## src/rtl/uart_tx_fifo_pkg.sv

```systemverilog
// Shared definitions for the UART transmit path.
//  - core_sig request encodings from the pipeline core
//  - transmit FSM state type
//  - 8N1 frame constants and a byte-select helper for word requests
package uart_tx_fifo_pkg;

  // core_sig encodings: bit 1 = request valid, bit 0 = word (1) / byte (0)
  localparam logic [1:0] SIG_NONE = 2'b00;
  localparam logic [1:0] SIG_BYTE = 2'b10;
  localparam logic [1:0] SIG_WORD = 2'b11;

  // 8N1 framing
  localparam int DATA_BITS = 8;
  localparam int STOP_BITS = 1;

  // The LOAD step is folded into the pop cycle, so it has no state of its own
  typedef enum logic [1:0] {
    ST_IDLE,
    ST_START,
    ST_DATA,
    ST_STOP
  } tx_state_t;

  // Byte idx of a little-endian word: idx 0 -> [7:0], idx 3 -> [31:24]
  function automatic logic [7:0] word_byte(input logic [31:0] word, input logic [1:0] idx);
    return 8'(word >> {idx, 3'b000});
  endfunction

endpackage

```

## src/rtl/uart_tx_fifo_req_fifo.sv

```systemverilog
// tx_req_fifo: synchronous request FIFO, single clock.
//  Ports:
//   clk        in   clock, posedge
//   rst        in   synchronous active-high reset (empties the FIFO)
//   push       in   write request; ignored while full, even if a pop happens the same cycle
//   push_data  in   WIDTH-bit entry
//   pop        in   read request; ignored while empty
//   pop_data   out  head entry (valid while not empty)
//   full       out  count == 2**DEPTH_LOG2
//   empty      out  count == 0
//   count      out  number of stored entries
module tx_req_fifo #(
  parameter int WIDTH      = 33,
  parameter int DEPTH_LOG2 = 4
) (
  input  logic                  clk,
  input  logic                  rst,
  input  logic                  push,
  input  logic [WIDTH-1:0]      push_data,
  input  logic                  pop,
  output logic [WIDTH-1:0]      pop_data,
  output logic                  full,
  output logic                  empty,
  output logic [DEPTH_LOG2:0]   count
);

  localparam int DEPTH = 2 ** DEPTH_LOG2;
  localparam int CW    = DEPTH_LOG2 + 1;

  logic [WIDTH-1:0]      mem [DEPTH];
  logic [DEPTH_LOG2-1:0] wr_ptr;
  logic [DEPTH_LOG2-1:0] rd_ptr;
  logic                  do_push;
  logic                  do_pop;

  // Full is decided from the registered count only, so a pop cannot make room
  // for a push in the same cycle.
  assign full     = (count == CW'(DEPTH));
  assign empty    = (count == '0);
  assign do_push  = push & ~full;
  assign do_pop   = pop & ~empty;
  assign pop_data = mem[rd_ptr];

  // Storage array needs no reset; occupancy is tracked by the pointers.
  always_ff @(posedge clk) begin
    if (do_push) begin
      mem[wr_ptr] <= push_data;
    end
  end

  // Pointers wrap naturally at DEPTH because they are DEPTH_LOG2 bits wide.
  always_ff @(posedge clk) begin
    if (rst) begin
      wr_ptr <= '0;
      rd_ptr <= '0;
      count  <= '0;
    end else begin
      if (do_push) wr_ptr <= wr_ptr + 1'b1;
      if (do_pop)  rd_ptr <= rd_ptr + 1'b1;
      count <= count + CW'(do_push) - CW'(do_pop);
    end
  end

endmodule

```

## src/rtl/uart_tx_fifo.sv

```systemverilog
// uart_tx_fifo: transmit end of the host UART link.
//  Buffers byte/word requests from the core and serialises them as 8N1 frames,
//  word requests as four back-to-back frames, least significant byte first.
//  Ports:
//   clk           in   core clock, posedge
//   rst           in   synchronous active-high reset
//   send_data     in   32-bit payload, byte requests use [7:0]
//   core_sig      in   00/01 none, 10 send byte, 11 send word
//   output_stall  out  FIFO full, request not taken this cycle
//   txd           out  serial line, idle high
//   tx_busy       out  FIFO non-empty or frame in progress
module uart_tx_fifo
  import uart_tx_fifo_pkg::*;
#(
  parameter int CLK_PER_HALF_BIT = 521,
  parameter int DEPTH_LOG2       = 4
) (
  input  logic        clk,
  input  logic        rst,
  input  logic [31:0] send_data,
  input  logic [1:0]  core_sig,
  output logic        output_stall,
  output logic        txd,
  output logic        tx_busy
);

  localparam int BIT_PERIOD = 2 * CLK_PER_HALF_BIT;
  localparam int TIMER_W    = $clog2(BIT_PERIOD);
  localparam int BIT_IDX_W  = $clog2(DATA_BITS);
  localparam logic [TIMER_W-1:0]   TIMER_LAST = TIMER_W'(BIT_PERIOD - 1);
  localparam logic [BIT_IDX_W-1:0] LAST_BIT   = BIT_IDX_W'(DATA_BITS - 1);

  tx_state_t             state_q, state_d;
  logic [TIMER_W-1:0]    timer_q, timer_d;
  logic [BIT_IDX_W-1:0]  bit_idx_q, bit_idx_d;
  logic [1:0]            byte_idx_q, byte_idx_d;
  logic [7:0]            shift_q, shift_d;
  logic [31:0]           word_q, word_d;
  logic                  size_q, size_d;
  logic                  timer_done;

  logic                  fifo_pop;
  logic [32:0]           fifo_head;
  logic                  fifo_full;
  logic                  fifo_empty;
  logic [DEPTH_LOG2:0]   fifo_count;

  // Each entry is {is_word, payload}; core_sig[1] is the request strobe.
  tx_req_fifo #(
    .WIDTH      (33),
    .DEPTH_LOG2 (DEPTH_LOG2)
  ) u_req_fifo (
    .clk       (clk),
    .rst       (rst),
    .push      (core_sig[1]),
    .push_data ({core_sig == SIG_WORD, send_data}),
    .pop       (fifo_pop),
    .pop_data  (fifo_head),
    .full      (fifo_full),
    .empty     (fifo_empty),
    .count     (fifo_count)
  );

  assign output_stall = fifo_full;
  assign tx_busy      = (state_q != ST_IDLE) || (fifo_count != '0);
  assign timer_done   = (timer_q == TIMER_LAST);

  // State, bit timer and shift path registers.
  always_ff @(posedge clk) begin
    if (rst) begin
      state_q    <= ST_IDLE;
      timer_q    <= '0;
      bit_idx_q  <= '0;
      byte_idx_q <= '0;
      shift_q    <= '0;
      word_q     <= '0;
      size_q     <= 1'b0;
    end else begin
      state_q    <= state_d;
      timer_q    <= timer_d;
      bit_idx_q  <= bit_idx_d;
      byte_idx_q <= byte_idx_d;
      shift_q    <= shift_d;
      word_q     <= word_d;
      size_q     <= size_d;
    end
  end

  // Next-state and line driver. Every state entry clears the bit timer, so each
  // state lasts exactly one bit period (DATA lasts eight). Popping the FIFO loads
  // the head directly and enters START, which keeps word bytes and queued
  // requests back-to-back with no idle gap.
  always_comb begin
    state_d    = state_q;
    timer_d    = timer_q + TIMER_W'(1);
    bit_idx_d  = bit_idx_q;
    byte_idx_d = byte_idx_q;
    shift_d    = shift_q;
    word_d     = word_q;
    size_d     = size_q;
    fifo_pop   = 1'b0;
    txd        = 1'b1;

    unique case (state_q)
      ST_IDLE: begin
        txd     = 1'b1;
        timer_d = '0;
        if (!fifo_empty) begin
          fifo_pop   = 1'b1;
          word_d     = fifo_head[31:0];
          size_d     = fifo_head[32];
          shift_d    = fifo_head[7:0];
          byte_idx_d = '0;
          state_d    = ST_START;
        end
      end

      ST_START: begin
        txd = 1'b0;
        if (timer_done) begin
          timer_d   = '0;
          bit_idx_d = '0;
          state_d   = ST_DATA;
        end
      end

      ST_DATA: begin
        txd = shift_q[0];
        if (timer_done) begin
          timer_d = '0;
          shift_d = shift_q >> 1;
          if (bit_idx_q == LAST_BIT) begin
            state_d = ST_STOP;
          end else begin
            bit_idx_d = bit_idx_q + BIT_IDX_W'(1);
          end
        end
      end

      ST_STOP: begin
        txd = 1'b1;
        if (timer_done) begin
          timer_d = '0;
          if (size_q && (byte_idx_q != 2'd3)) begin
            byte_idx_d = byte_idx_q + 2'd1;
            shift_d    = word_byte(word_q, byte_idx_q + 2'd1);
            state_d    = ST_START;
          end else if (!fifo_empty) begin
            fifo_pop   = 1'b1;
            word_d     = fifo_head[31:0];
            size_d     = fifo_head[32];
            shift_d    = fifo_head[7:0];
            byte_idx_d = '0;
            state_d    = ST_START;
          end else begin
            state_d = ST_IDLE;
          end
        end
      end

      default: begin
        state_d = ST_IDLE;
      end
    endcase
  end

endmodule

```

## config.mk

```make
export PLATFORM = sky130hd
export DESIGN_NAME = uart_tx_fifo
export DESIGN_NICKNAME = d
export VERILOG_FILES = /design/src/rtl/uart_tx_fifo_pkg.sv /design/src/rtl/uart_tx_fifo_req_fifo.sv /design/src/rtl/uart_tx_fifo.sv
export SDC_FILE = /design/constraint.sdc
export NUM_CORES = 1
export LEC_CHECK = 0
export CORE_MARGIN = 4
export CORE_UTILIZATION = 45
export CTS_BUF_LIST = sky130_fd_sc_hd__clkbuf_2
export CTS_CLUSTER_DIAMETER = 50
export DETAILED_ROUTE_END_ITERATION = 10
export SETUP_SLACK_MARGIN = 0.05
export SLEW_MARGIN = 20
export SYNTH_ARGS = -nofsm -noshare
export SYNTH_HDL_FRONTEND = slang
export SYNTH_SLANG_ARGS = --single-unit
```

## constraint.sdc

```tcl
create_clock -name clk -period 9.58 [get_ports clk]
set_clock_uncertainty 0.2 [all_clocks]
set_input_delay 1.916 -clock clk [delete_from_list [all_inputs] [get_ports clk]]
set_output_delay 1.916 -clock clk [all_outputs]
set_load 0.005 [all_outputs]
```

==> impl_metrics.json <==
{
  "critPathMaxFanout": 14,
  "drv_slew": 0,
  "drt_iter0_markers": 998,
  "cts_inserted_buffers": 156,
  "fin_crit_sh_pct": 55.7,
  "num_vias": 12100,
  "vias_per_cell": 5.53,
  "required_ns": 7.46,
  "clk_latency_ns": 1.27,
  "cp_cell_sequence": "inv_1 -> ha_1 -> nand2_1 -> a21oi_1 -> clkdlybuf4s50_1",
  "ys_warn_count": 0,
  "overflow": 0,
  "hold_buffers": 0,
  "grt_pass1_vias": 12800,
  "avgRoutedWirePerCell_um": 23.0,
  "core_area_mm2": 0.0513,
  "leakage_nw": 8.48,
  "tightest_slew_ns": 1.03,
  "setup_viol": 0,
  "cp-start-kind": "register",
  "cp_top_family": "buffers and inverters",
  "globalplace.congestion": 0.789,
  "ys_types": 49,
  "synthAdderAreaFrac_pct": 1.26,
  "synth-compound-area-share_pct": 4.59,
  "worstSetupPathType": "reg2out",
  "drc": 0,
  "start_util_pct": 45.5,
  "cts_setup_buffers": 0,
  "rows": 83,
  "max_slew_margin_pct": 31.1,
  "p_per_area_mw_per_mm2": 247,
  "max_stage_delay_ns": 0.56,
  "yosys.area.top_type": "edfxtp_1",
  "end_kind": "primary output",
  "cts_root_buf": "clkbuf_2",
  "syn_area_per_cell_um2": 19.0,
  "yosys.area_share.simple_pct": 4.09,
  "cts_tree": "done",
  "rsz0062_at_grt": "no",
  "path_buf_inv": 2,
  "first_pass_iters": 5,
  "hold_viol_final": 0,
  "htree_levels": 4,
  "maxCapViolations": 0,
  "syn_area_mm2": 0.0234,
  "synth_mux_area_share_pct": 13.7,
  "cts_resized": 0,
  "cts_sinks": 604,
  "crit_slowest_cell": "ha_1",
  "synth-xor-area-share_pct": 0.562,
  "path_clk_slew_ns": 0.10,
  "dpl.hpwl_mm": 27.6,
  "finalNetCount": 1450,
  "syn_inst": 1232,
  "drive_gt1_share_pct": 30.2,
  "dieWidth_um": 236,
  "ant_nets": 0,
  "setup_tns_ns": 0,
  "ys_ff_latch": 604,
  "final_common_cell": "edfxtp_1",
  "grt_pass1_wl_mm": 77.2,
  "fmax_ghz": 0.188,
  "numPortBuffers": 38,
  "wirelength_mm": 50.1,
  "worstPathArrival_ns": 3.22,
  "netlist_top_cells_area": "edfxtp_1, mux4_2, dfxtp_1",
  "status": "finished clean",
  "antenna_found_initial": 1,
  "synthesis.nets": 1291,
  "area_growth_pct": 11.4,
  "top_level_ports": 39,
  "synth_top_family_by_area": "multiplexers",
  "grtUsageTotal_pct": 18.4,
  "die_area_mm2": 0.0556,
  "synth_top_area_share_pct": 67.9,
  "ctsLongestPathBuffers": 3,
  "grt_max_degree": 62,
  "final_cell_mix": "edfxtp_1, clkbuf_2, mux4_2",
  "min_path_type": "reg2reg",
  "peakVddDrop_mv": 0.144,
  "power_w": 0.00642,
  "ys_seq_area_share_pct": 74.4,
  "finalCriticalPeriod_ns": 5.33,
  "die_h_um": 236
}
## power breakdown
group          leakage [nW]  internal (W)  switching, W
combinational          2.03      0.000745      0.000835
clock                  1.06      0.000666      0.000993
sequential             5.39       0.00304      0.000147
total                  8.48       0.00445       0.00197
## tightest hold or removal path: cells and delay by family, from the launching register on
family / cells / cell delay, ns
flip-flops: 1 / 0.32
AND/OR/NAND/NOR: 1 / 0.05
AO/OA/AOI/OAI: 1 / 0.05
## sequential cells by signal, indices dropped and copies added (netlist names), 3 cells and up, named ones only
signal and flops:
bit_idx_q 3, u_req_fifo.mem 528, u_req_fifo.wr_ptr 4, u_req_fifo.rd_ptr 4, word_q 32, shift_q 8
u_req_fifo.count 5, timer_q 11
## layer usage
layer	GRT usage (%)	wire, um	vias to the layer above
met1	24.7	21700	6257
met3	5.21	2810	70
met4	5.71	851	0
met2	29.6	24700	343
met5	0	0	-
li1	-	-	5393
## cell usage after synthesis (all sizes together)
| library cell | n |
|---|---|
| nand2 | 120 |
| and3 | 4 |
| nand4 | 3 |
| ha | 22 |
| fa | 1 |
| a21o | 1 |
| a2111oi | 1 |
| dfxtp | 76 |
| xor2 | 8 |
| and2 | 2 |
| a221o | 8 |
| o31ai | 2 |
| edfxtp | 528 |
| nor4 | 2 |
| nand2b | 3 |
| a221oi | 2 |
| or4b | 2 |
| nor3 | 8 |
| nor2b | 4 |
| nor4b | 1 |
| o211a | 1 |
| o21ai | 5 |
| mux2i | 4 |
| clkbuf | 46 |
| or4 | 1 |
| nand3 | 7 |
| or2 | 1 |
| o21bai | 1 |
| nor4bb | 1 |
| a22oi | 74 |
| buf | 19 |
| xnor2 | 7 |
| nand3b | 2 |
| mux4 | 140 |
| o221a | 1 |
| or3 | 4 |
| o211ai | 1 |
| a31oi | 1 |
| or2b | 1 |
| nor2 | 44 |
| a211oi | 1 |
| inv | 17 |
| a21oi | 55 |
## stage by stage
| stage | area, um2 | worst slack, ns | cells | hold slack, ns | utilization (%) |
|---|---|---|---|---|---|
| 3_5_place_dp | 24600 | 4.51 | 1911 | 0.247 | 48.0 |
| 4_1_cts | 26000 | 4.07 | 2177 | 0.262 | 50.6 |
| 3_3_place_gp | 24600 | 4.53 | 1911 | 0.240 | 48.0 |
| 2_1_floorplan | 23400 | 4.16 | 1232 | 0.233 | - |
| 5_1_grt | 26000 | 3.95 | 2180 | 0.284 | 50.7 |
| 6_report | 26000 | 4.25 | 2180 | 0.259 | 50.7 |
## kinds of logic after synthesis
| family | after synthesis |
|---|---|
| XOR/XNOR | 15 |
| AND/OR/NAND/NOR | 210 |
| multiplexers | 144 |
| AO/OA/AOI/OAI | 154 |
| buffers and inverters | 82 |
| flip-flops | 604 |
| adder cells (fa/ha/maj) | 23 |
## path summary, 6_finish.rpt
kind / to / startpoint / slack [ns] / cells after the start
max reg2reg: word_q[18]$_SDFFE_PP0P_ / register / 5.94 / 8
min reg2reg: word_q[21]$_SDFFE_PP0P_ / word_q[21]$_SDFFE_PP0P_ / 0.26 / 2
min: word_q[21]$_SDFFE_PP0P_ / word_q[21]$_SDFFE_PP0P_ / 0.26 / 2
max: txd / state_q[0]$_SDFFE_PP0P_ / 4.25 / 5
## cell type report
type                            instances  area, um2
Antenna cell                            1       2.50
Clock buffer                          232       1160
Tap cell                              680        851
Multi-Input combinational cell        546       5780
Inverter                               17       63.8
Clock inverter                         34        159
Sequential cell                       604      17400
Fill cell                            4299      25300
Timing Repair Buffer                   66        626
Power figures use the tool's default switching activity.
